**config.mk**
```make
export PLATFORM = sky130hd
export DESIGN_NAME = csa_acc_ctrl
export DESIGN_NICKNAME = d
export VERILOG_FILES = /design/src/rtl/csa_pkg.sv /design/src/rtl/csa_18b.sv /design/src/rtl/csa_acc_ctrl.sv
export SDC_FILE = /design/constraint.sdc
export NUM_CORES = 1
export LEC_CHECK = 0
export ABC_CLOCK_PERIOD_IN_PS = 2200
export BUFFER_PORTS_ARGS = -buffer_cell sky130_fd_sc_hd__buf_2
export CAP_MARGIN = 20
export CORE_AREA = 2 2 80 121
export DETAILED_ROUTE_END_ITERATION = 7
export DIE_AREA = 0 0 82 123
export MAX_ROUTING_LAYER = met4
export PLACE_DENSITY = 0.66
export SLEW_MARGIN = 20
export SYNTH_ARGS = -nofsm -noshare
export SYNTH_HDL_FRONTEND = slang
export SYNTH_HIERARCHICAL = 1
export SYNTH_SLANG_ARGS = --single-unit
```
**constraint.sdc**
```tcl
create_clock -name clk -period 2.2 [get_ports clk]
set_input_delay 0 -clock clk [delete_from_list [all_inputs] [get_ports clk]]
set_output_delay 0 -clock clk [all_outputs]
set_load 0.05 [all_outputs]
```
**src/rtl/csa_pkg.sv**
```systemverilog
// Shared types for the carry-save accumulator slice.
//   CSA_W        : carry-save datapath width
//   csa_word_t   : one datapath word
//   acc_state_t  : accumulator sequencer states
package csa_pkg;

   localparam int unsigned CSA_W = 18;

   typedef logic [CSA_W-1:0] csa_word_t;

   typedef enum logic [1:0] {
      IDLE    = 2'd0,
      ACC     = 2'd1,
      RESOLVE = 2'd2,
      OUT     = 2'd3
   } acc_state_t;

endpackage : csa_pkg

```
**src/rtl/csa_18b.sv**
```systemverilog
// 18-bit 3:2 carry-save adder, purely combinational.
//   a_i, b_i, c_i : three addends
//   sum_o         : bitwise sum, weight 2^i
//   carry_o       : bitwise carry, weight 2^(i+1) (caller shifts it on reuse)
module csa_18b
   import csa_pkg::*;
(
   input  csa_word_t a_i,
   input  csa_word_t b_i,
   input  csa_word_t c_i,
   output csa_word_t sum_o,
   output csa_word_t carry_o
);

   assign sum_o   = a_i ^ b_i ^ c_i;
   assign carry_o = (a_i & b_i) | (a_i & c_i) | (b_i & c_i);

endmodule : csa_18b

```
**src/rtl/csa_acc_ctrl.sv**
```systemverilog
// Burst accumulator: sums LEN operands in redundant sum/carry form through one
// csa_18b, resolves the pair with a single add, then holds the result until taken.
//   clk, rst_n           : clock, async active-low reset
//   start, len           : begin a burst of len operands (sampled in IDLE only)
//   in_valid/in_ready    : operand handshake, in_data is the operand
//   out_valid/out_ready  : result handshake, out_data is the sum mod 2**WIDTH
//   busy                 : high whenever not IDLE
module csa_acc_ctrl
   import csa_pkg::*;
#(
   parameter int unsigned WIDTH = CSA_W,
   parameter int unsigned CNT_W = 8
) (
   input  logic             clk,
   input  logic             rst_n,
   input  logic             start,
   input  logic [CNT_W-1:0] len,
   input  logic             in_valid,
   output logic             in_ready,
   input  logic [WIDTH-1:0] in_data,
   output logic             out_valid,
   input  logic             out_ready,
   output logic [WIDTH-1:0] out_data,
   output logic             busy
);

   acc_state_t       state_q, state_d;
   logic [WIDTH-1:0] s_q, s_d;
   logic [WIDTH-1:0] c_q, c_d;
   logic [WIDTH-1:0] res_q, res_d;
   logic [CNT_W-1:0] cnt_q, cnt_d;
   logic             in_ready_q, out_valid_q, busy_q;

   logic [WIDTH-1:0] c_shift;
   logic [WIDTH-1:0] csa_sum, csa_carry;

   // Carry bit i has weight 2^(i+1); the shift drops the MSB carry so the sum wraps.
   assign c_shift = c_q << 1;

   csa_18b u_csa (
      .a_i     (s_q),
      .b_i     (c_shift),
      .c_i     (in_data),
      .sum_o   (csa_sum),
      .carry_o (csa_carry)
   );

   // Next-state and datapath update.
   always_comb begin
      state_d = state_q;
      s_d     = s_q;
      c_d     = c_q;
      res_d   = res_q;
      cnt_d   = cnt_q;
      unique case (state_q)
         IDLE: begin
            if (start) begin
               s_d     = '0;
               c_d     = '0;
               cnt_d   = len;
               // A zero-length burst resolves the cleared pair, giving 0.
               state_d = (len != '0) ? ACC : RESOLVE;
            end
         end
         ACC: begin
            if (in_valid) begin
               s_d   = csa_sum;
               c_d   = csa_carry;
               cnt_d = CNT_W'(cnt_q - 1'b1);
               if (cnt_q == CNT_W'(1)) begin
                  state_d = RESOLVE;
               end
            end
         end
         RESOLVE: begin
            res_d   = s_q + c_shift;
            state_d = OUT;
         end
         OUT: begin
            if (out_ready) begin
               state_d = IDLE;
            end
         end
         default: state_d = IDLE;
      endcase
   end

   // State, datapath and registered handshake outputs.
   always_ff @(posedge clk or negedge rst_n) begin
      if (!rst_n) begin
         state_q     <= IDLE;
         s_q         <= '0;
         c_q         <= '0;
         res_q       <= '0;
         cnt_q       <= '0;
         in_ready_q  <= 1'b0;
         out_valid_q <= 1'b0;
         busy_q      <= 1'b0;
      end else begin
         state_q     <= state_d;
         s_q         <= s_d;
         c_q         <= c_d;
         res_q       <= res_d;
         cnt_q       <= cnt_d;
         in_ready_q  <= (state_d == ACC);
         out_valid_q <= (state_d == OUT);
         busy_q      <= (state_d != IDLE);
      end
   end

   assign in_ready  = in_ready_q;
   assign out_valid = out_valid_q;
   assign busy      = busy_q;
   assign out_data  = res_q;

endmodule : csa_acc_ctrl
```
==> flow_summary.yaml, run 1 <==
yosys:
  synth.largest_area_cell: "dfrtp_1"
  syn_area_per_cell_um2: 9.14
  ys_top_cells_by_count: "nand2_1, dfrtp_1, nand3_1"
  syn_nets: 502
  ys_seq_elements: 66
  synth_ff_type: "dfrtp_1"
  syn_inst: 434
  synth_cell_type_count: 46
  synth_top_cell_area_share: 0.416
  synthTopCellsByArea: "dfrtp_1, nand2_1, fa_1"
  synth_edf_count: 0
  synth_async_sr_flop_share: 1.00
  yosysMostFrequentCell: "nand2_1"
  netlist_area_mm2: 0.00397
  ys_seq_area_frac: 0.416
  yosys_warnings: 6
timing:
  hold_violations: 0
  min_period_over_period: 1.03
  slew_headroom: 0.611
  max_slew.worst_pin.slew_ps: 584
  drv_slew: 0
  rsz0062_at_grt: "yes"
  finalClockSkew_ps: 3.77
  fin_crit_ps: 2270
  worst_slack_ps: -65.5
  fmax_ghz: 0.441
  setup_viol: 2
layout:
  diodes: 0
  areaGrowthSynthToFinish_pct: 23.3
  final_area_mm2: 0.00489
  final_nets: 571
  drive_gt1_frac: 0.205
  finalNonFillerCells: 620
  fillers: 857
clocking:
  cts-htree-levels: 3
  clkTransAtPathRegs_ps: 50
  cts_tree: "done"
  insertion_delay_ps: 330
  cts_buffers: 9
  clock_tree.buffer_depth: 2
  clock_sinks: 66
  cts-root-buf: "clkbuf_16"
die:
  initial_core_util: 0.439
  core-area_mm2: 0.00904
  rows: 43
  die_h_um: 123
  pin_count: 52
  dieArea_mm2: 0.0101
  fp.dieW_um: 82
setup_path:
  regToRegSetupSlack_ps: -70
  crit_arrival_ps: 2480
  r2r-start: "c_q[0]"
  cp-start-kind: "register"
  crit_fanout: 4
  ff2ff_path_depth: 7
  crit_type: "reg -> reg"
  end_kind: "register"
  reg2reg_to: "out_data[17]"
  critical_path_required_ps: 2410
  setup.worst_path.start: "c_q[0]"
job:
  maxCapViolCount: 0
hold_path:
  hp-start: "len[7]"
  hp-class: "in -> reg"
  hold_path_depth: 3
  min_to: "cnt_q[7]"
placement:
  port_buffers: 51
  dp.cells: 595
  routabilityCongestion: 0.877
  dpl.hpwl_mm: 6.60
  placed_area_mm2: 0.00447
route:
  viasPerCell: 5.45
  drc: 0
  antenna_left: 0
  drtIter0Drc: 102
  vias: 3379
  detail_route.first_pass.iterations: 4
  routedWlPerCell_um: 14.6
  wl_mm: 9.04
grt:
  antenna_found_initial: 0
  gr-total-overflow: 0
  grt_pass1_vias: 3241
  grtUsageTotal: 0.202
  grt_pass1_wl_mm: 15.0
  grt_max_degree: 43
power:
  pwr-share-comb: 0.477
  power_leakage_uw: 0.00258
  powerDensity_mw_per_mm2: 1490
  p_total_uw: 7270
  peakVddDrop_v: 0.00104
  switching_power_uw: 3240
  power.internal_uw: 4030
  swShare: 0.446
  power_frac_clock: 0.222
  pwr-share-seq: 0.301
status:
  violations: "setup timing"
  outcome: "complete, but fails checks"
==> cells in the final DEF (no fill, tap or decap), types with 9 or more instances in the layout <==
cell,count
buf_4,25
dfrtp_1,66
a21oi_1,19
buf_2,51
ha_1,17
fa_1,18
clkbuf_16,9
o21ai_0,19
nand3_1,42
a21o_1,13
nor2_1,15
nand2_1,105
==> cell type report <==
| type | count | area (um^2) | area share |
|---|---|---|---|
| clock buffers | 10 | 229 | 0.0468 |
| clock inverters | 6 | 105 | 0.0215 |
| inverters | 3 | 11.3 | 0.00230 |
| multi-input cells | 341 | 2230 | 0.456 |
| flip-flops and latches | 66 | 1650 | 0.338 |
| well taps | 112 | 140 | 0.0286 |
| repair buffers | 82 | 523 | 0.107 |
==> registers in the layout (all words and copies together) (netlist names) <==
register,count
s_q,18
out_valid,1
out_data,18
state_q,2
busy,1
in_ready,1
cnt_q,8
c_q,17
==> through the flow <==
step,setup TNS (ps),utilization,setup slack [ps],hold WS [ps]
after floorplan,-46.9,-,-46.9,-296
after global placement,-43.7,0.494,-30.5,29.9
after CTS,-64.4,0.539,-64.4,7.05
after detailed placement,-129,0.494,-75.2,36.9
final,-68.7,0.541,-65.5,10.2
after global routing,-428,0.541,-113,33.7
==> worst max-delay path: stages (launching register included) <==
cell and delay, ps:
dfrtp_1 380, ha_2 200, fa_2 350, a21o_1 180, a221o_1 380, a21o_1 200
a31o_1 200, a211o_1 250
==> timing repair <==
action	in CTS	in global routing
setup endpoints to repair	3	6
setup buffers	3	2
hold buffers	4	0
pin swaps	6	5
resized for setup	1	2
hold endpoints to repair	30	0
==> layer usage <==
layer | wire length [um] | track usage | up-vias
met5 | 0 | - | -
met4 | 259 | 0.109 | 0
met3 | 328 | 0.0321 | 21
met2 | 4560 | 0.320 | 93
met1 | 3890 | 0.244 | 1601
li1 | - | - | 1664
==> logic make-up after synthesis <==
family                   synth area share
AO/OA/AOI/OAI                       0.145
XOR/XNOR                           0.0199
adder cells (fa/ha/maj)             0.153
buffers and inverters              0.0274
flip-flops                          0.416
multiplexers                      0.00505
other                            0.000945
AND/OR/NAND/NOR                     0.233
==> worst max path at each step <==
stage	endpoint	cells after the start
after detailed placement	out_data[17]	7
after CTS	out_data[17]	7
after global placement	out_data[17]	7
final	out_data[17]	7
after floorplan	out_data[17]	7
after global routing	out_data[17]	7
==> power groups by stage <==
| stage | Combinational (uW) | Sequential (uW) | Clock [uW] |
|---|---|---|---|
| after CTS | 3450 | 2200 | 1650 |
| after detailed placement | 3400 | 2210 | 0 |
| final | 3470 | 2190 | 1610 |
| after floorplan | 1900 | 2740 | 0 |
| after global placement | 3370 | 2180 | 0 |
| after global routing | 3870 | 2280 | 1690 |
(Power assumes the default switching activity.)
==> inputs of run 2 (changes only) <==
--- a/config.mk
+++ b/config.mk
@@ -8,9 +8,9 @@
 export ABC_CLOCK_PERIOD_IN_PS = 2200
 export BUFFER_PORTS_ARGS = -buffer_cell sky130_fd_sc_hd__buf_2
 export CAP_MARGIN = 20
-export CORE_AREA = 2 2 80 121
+export CORE_AREA = 3 3 81 122
 export DETAILED_ROUTE_END_ITERATION = 7
-export DIE_AREA = 0 0 82 123
+export DIE_AREA = 0 0 84 125
 export MAX_ROUTING_LAYER = met4
 export PLACE_DENSITY = 0.66
 export SLEW_MARGIN = 20
==> flow_summary.yaml, run 2 (synthesis results as in run 1) <==
status:
  outcome: "complete, but fails checks"
  violations: "setup timing"
setup_path:
  ff2ff_path_depth: 7
  crit_type: "reg -> reg"
  crit_fanout: 4
  critical_path_required_ps: 2410
  cp_slowest_cell: "dfrtp_1"
  cp-start-kind: "register"
  end_kind: "register"
  r2r-start: "c_q[0]"
  cp_common_cell: "a21o_1"
  regToRegSetupSlack_ps: -50
  crit_arrival_ps: 2460
  reg2reg_to: "out_data[17]"
  path_cells: "ha_2 -> fa_2 -> a21o_1 -> a221o_1 -> a21o_1 -> a31o_1 -> a211o_1"
  path_delay_family: "compound AO/OA/AOI/OAI gates"
  slowest_delay_ps: 380
  critical_path_buf_inv_count: 0
layout:
  areaGrowthSynthToFinish_pct: 21.1
  layout_common_cells: "nand2_1, dfrtp_1, buf_2, nand3_1, a21oi_1"
  drive_gt1_frac: 0.192
  fillers: 821
  mostFrequentLayoutCell: "nand2_1"
  diodes: 0
  final_nets: 564
  final_area_mm2: 0.00480
die:
  rows: 42
  fp.dieW_um: 84
  pin_count: 52
  die_h_um: 125
  core-area_mm2: 0.00888
  initial_core_util: 0.447
  dieArea_mm2: 0.0105
grt:
  busiest_layer: "met2"
  use_met1: 0.233
  grt_max_degree: 40
  grtUsageMet3: 0.0388
  gr-total-overflow: 0
  met2_usage: 0.316
  antenna_found_initial: 0
  grtUsageTotal: 0.195
  grt_pass1_vias: 3484
  grt_pass1_wl_mm: 16.3
hold_path:
  min_to: "cnt_q[2]"
  hold_path_depth: 3
  hp-start: "len[2]"
  hp-class: "in -> reg"
timing:
  fmax_ghz: 0.445
  finalClockSkew_ps: 4.00
  rsz0062_at_grt: "yes"
  fin_crit_ps: 2250
  drv_slew: 0
  max_slew.worst_pin.slew_ps: 693
  worst_slack_ps: -47.1
  slew_headroom: 0.538
  hold_violations: 0
  setup_viol: 1
  min_period_over_period: 1.02
placement:
  placed_area_mm2: 0.00445
  dpl.hpwl_mm: 6.95
  routabilityCongestion: 0.878
  port_buffers: 51
clocking:
  cts_buffers: 9
  clkTransAtPathRegs_ps: 50
  cts_tree: "done"
  clock_tree.buffer_depth: 2
  cts-htree-levels: 3
  clock_sinks: 66
  insertion_delay_ps: 320
  cts-root-buf: "clkbuf_16"
route:
  vias: 3349
  routedWlPerCell_um: 15.1
  wl_mm: 9.21
  antenna_left: 0
  detail_route.first_pass.iterations: 4
  drc: 0
  drtIter0Drc: 123
  viasPerCell: 5.49
power:
  power.internal_uw: 3730
  swShare: 0.465
  pwr-share-seq: 0.315
  switching_power_uw: 3240
  peakVddDrop_v: 0.000806
  power_leakage_uw: 0.00252
  pwr-share-comb: 0.498
  p_total_uw: 6970
  powerDensity_mw_per_mm2: 1450
  power_frac_clock: 0.187
job:
  maxCapViolCount: 0
run 2: cell types whose count changed in the layout (fill, tap and decap cells not counted), moves of 2 or more:
cell,previous run,this run
buf_4,25,17
bufinv_16,3,0
clkbuf_8,0,2
clkinv_2,3,1
run 2: how the worst max path moves through the flow:
| stage | start | end | depth (start not counted) |
|---|---|---|---|
| floorplan | c_q[0] | out_data[17] | 7 |
| finish | c_q[0] | out_data[17] | 7 |
| global route | c_q[0] | out_data[17] | 7 |
| global placement | c_q[0] | out_data[17] | 7 |
| CTS | c_q[0] | out_data[17] | 7 |
| detailed placement | c_q[0] | out_data[17] | 7 |
run 2: metrics by stage:
stage	hold slack (ps)	util	setup slack, ps	TNS, ps	instances
global route	39.3	0.541	-150	-466	610
CTS	5.15	0.538	-48.2	-48.2	610
detailed placement	89.5	0.501	-90.1	-212	589
floorplan	-296	-	-46.9	-46.9	434
finish	16.5	0.541	-47.1	-47.1	610
global placement	82.6	0.501	-38.3	-55.2	589
run 2: worst reg2reg max path, stage by stage (launching register included):
cell and delay, ps:
dfrtp_1 380, ha_2 200, fa_2 350, a21o_1 180, a221o_1 350, a21o_1 220
a31o_1 220, a211o_1 240
run 2: power by group through the flow:
stage	clock network [uW]	registers [uW]	logic, uW
after floorplan	0	2740	1900
after global placement	0	2190	3350
after detailed placement	0	2230	3430
after CTS	1340	2210	3460
after global routing	1400	2310	3880
final	1300	2200	3470
run 2: cell type report:
type | count | area, um^2 | area share
well taps | 110 | 138 | 0.0286
multi-input cells | 341 | 2250 | 0.468
inverters | 3 | 11.3 | 0.00234
repair buffers | 75 | 483 | 0.101
clock buffers | 13 | 260 | 0.0542
clock inverters | 2 | 12.5 | 0.00260
flip-flops and latches | 66 | 1650 | 0.344
run 2: routing by layer:
layer  part of all wire  wire [um]
met5                  0          0
met4              0.031        283
met3              0.040        370
met2               0.51       4660
met1               0.42       3890
run 2: timing repair:
item | in CTS | in global routing
pin swaps | 3 | 0
setup buffers | 2 | 0
endpoints found under the hold margin | 31 | 0
hold buffers | 4 | 0
endpoints found under the setup margin | 3 | 7
resized for setup | 1 | 5
==> inputs of run 3 (changes only) <==
--- a/config.mk
+++ b/config.mk
@@ -9,10 +9,12 @@
 export BUFFER_PORTS_ARGS = -buffer_cell sky130_fd_sc_hd__buf_2
 export CAP_MARGIN = 20
 export CORE_AREA = 3 3 81 122
+export CTS_CLUSTER_DIAMETER = 30
 export DETAILED_ROUTE_END_ITERATION = 7
 export DIE_AREA = 0 0 84 125
 export MAX_ROUTING_LAYER = met4
 export PLACE_DENSITY = 0.66
+export RECOVER_POWER = 25
 export SLEW_MARGIN = 20
 export SYNTH_ARGS = -nofsm -noshare
 export SYNTH_HDL_FRONTEND = slang
==> flow_summary.yaml, run 3 (synthesis results as in run 1) <==
timing:
  min_period_over_period: 1.02
  setup_viol: 1
  drv_slew: 28
  hold_violations: 0
  max_slew.worst_pin.slew_ps: 1670
  slew_headroom: -0.116
  fmax_ghz: 0.445
  finalClockSkew_ps: 3.99
  worst_slack_ps: -45.4
  holdWs_ps: 16.6
  rsz0062_at_grt: "yes"
  fin_crit_ps: 2250
power:
  pwr-share-seq: 0.317
  switching_power_uw: 3240
  swShare: 0.467
  powerDensity_mw_per_mm2: 1450
  pwr-share-comb: 0.496
  power_leakage_uw: 0.00248
  power_frac_clock: 0.188
  power.internal_uw: 3710
  peakVddDrop_v: 0.000806
  p_total_uw: 6950
setup_path:
  critical_path_required_ps: 2410
  crit_type: "reg -> reg"
  crit_fanout: 4
  end_kind: "register"
  crit_arrival_ps: 2450
  cp-start-kind: "register"
  ff2ff_path_depth: 7
route:
  vias: 3361
  drc: 0
  drtIter0Drc: 123
  detail_route.first_pass.iterations: 4
  wl_mm: 9.21
  antenna_left: 0
  viasPerCell: 5.51
  routedWlPerCell_um: 15.1
clocking:
  cts-htree-levels: 3
  cts-root-buf: "clkbuf_16"
  clock_tree.buffer_depth: 2
  clkTransAtPathRegs_ps: 50
  clock_sinks: 66
  cts_tree: "done"
  insertion_delay_ps: 320
  cts_buffers: 9
die:
  core-area_mm2: 0.00888
  fp.dieW_um: 84
  dieArea_mm2: 0.0105
  initial_core_util: 0.447
  pin_count: 52
  die_h_um: 125
  rows: 42
grt:
  grtUsageTotal: 0.195
  grt_pass1_vias: 3484
  grt_max_degree: 40
  antenna_found_initial: 0
  grt_pass1_wl_mm: 16.3
  gr-total-overflow: 0
layout:
  mostFrequentLayoutCell: "nand2_1"
  drive_gt1_frac: 0.172
  layout_common_cells: "nand2_1, dfrtp_1, nand3_1, buf_2, a21oi_1"
  final_nets: 564
  diodes: 0
  areaGrowthSynthToFinish_pct: 20.8
placement:
  routabilityCongestion: 0.878
  port_buffers: 51
  dpl.hpwl_mm: 6.95
status:
  outcome: "complete, but fails checks"
  violations: "capacitance limit, slew limit, setup timing"
job:
  maxCapViolCount: 1
hold_path:
  hold_path_depth: 3
  hp-class: "in -> reg"
## run 3: worst max-delay path, cell delays in order (launching register included)
cell and delay, ps:
dfrtp_1 380, ha_2 200, fa_2 350, a21o_1 180, a221o_1 350, a21o_1 220, a31o_1 220, a211o_1 240
## run 3: power groups by stage
stage                     combinational [uW]  clock (uW)  sequential [uW]
after CTS                               3460        1340             2210
after floorplan                         1900           0             2740
after global placement                  3350           0             2190
final                                   3440        1310             2200
after global routing                    3860        1400             2310
after detailed placement                3430           0             2230
## run 3: final timing paths
kind | start | endpoint | slack [ps]
setup / recovery | c_q[0] | out_data[17] | -50
max in group asynchronous | rst_n | s_q[6] | 570
setup reg to reg | c_q[0] | out_data[17] | -50
min in group asynchronous | rst_n | busy | 650
hold reg to reg | out_data[4] | out_data[4] | 470
hold / removal | len[2] | cnt_q[2] | 20
## run 3: area by class of cell
cell class	count	area [um^2]
clock buffers	13	260
well taps	110	138
multi-input cells	341	2250
inverters	3	11.3
clock inverters	2	12.5
fillers	826	4090
flip-flops and latches	66	1650
repair buffers	75	470
## run 3: through the flow
stage          instances   util  setup WS (ps)  cell area (um^2)  setup TNS [ps]
6_report             610  0.540          -45.4              4790           -45.4
5_1_grt              610  0.540           -150              4790            -466
4_1_cts              610  0.538          -48.2              4780           -48.2
3_5_place_dp         589  0.501          -90.1              4450            -212
3_3_place_gp         589  0.501          -38.3              4450           -55.2
2_1_floorplan        434      -          -46.9              3970           -46.9
## run 3: timing repair
item                       CTS  global route
hold endpoints to repair    31             0
hold buffers                 4             0
gates resized for setup      1             5
pin swaps                    3             0
buffers inserted             2             0
setup endpoints to repair    3             7
## run 3: routing by layer
metal	wire, um	global-route usage	up-vias
li1	-	-	1650
met1	3900	0.233	1609
met2	4630	0.316	80
met3	366	0.0388	22
met4	308	0.0900	0
met5	0	-	-
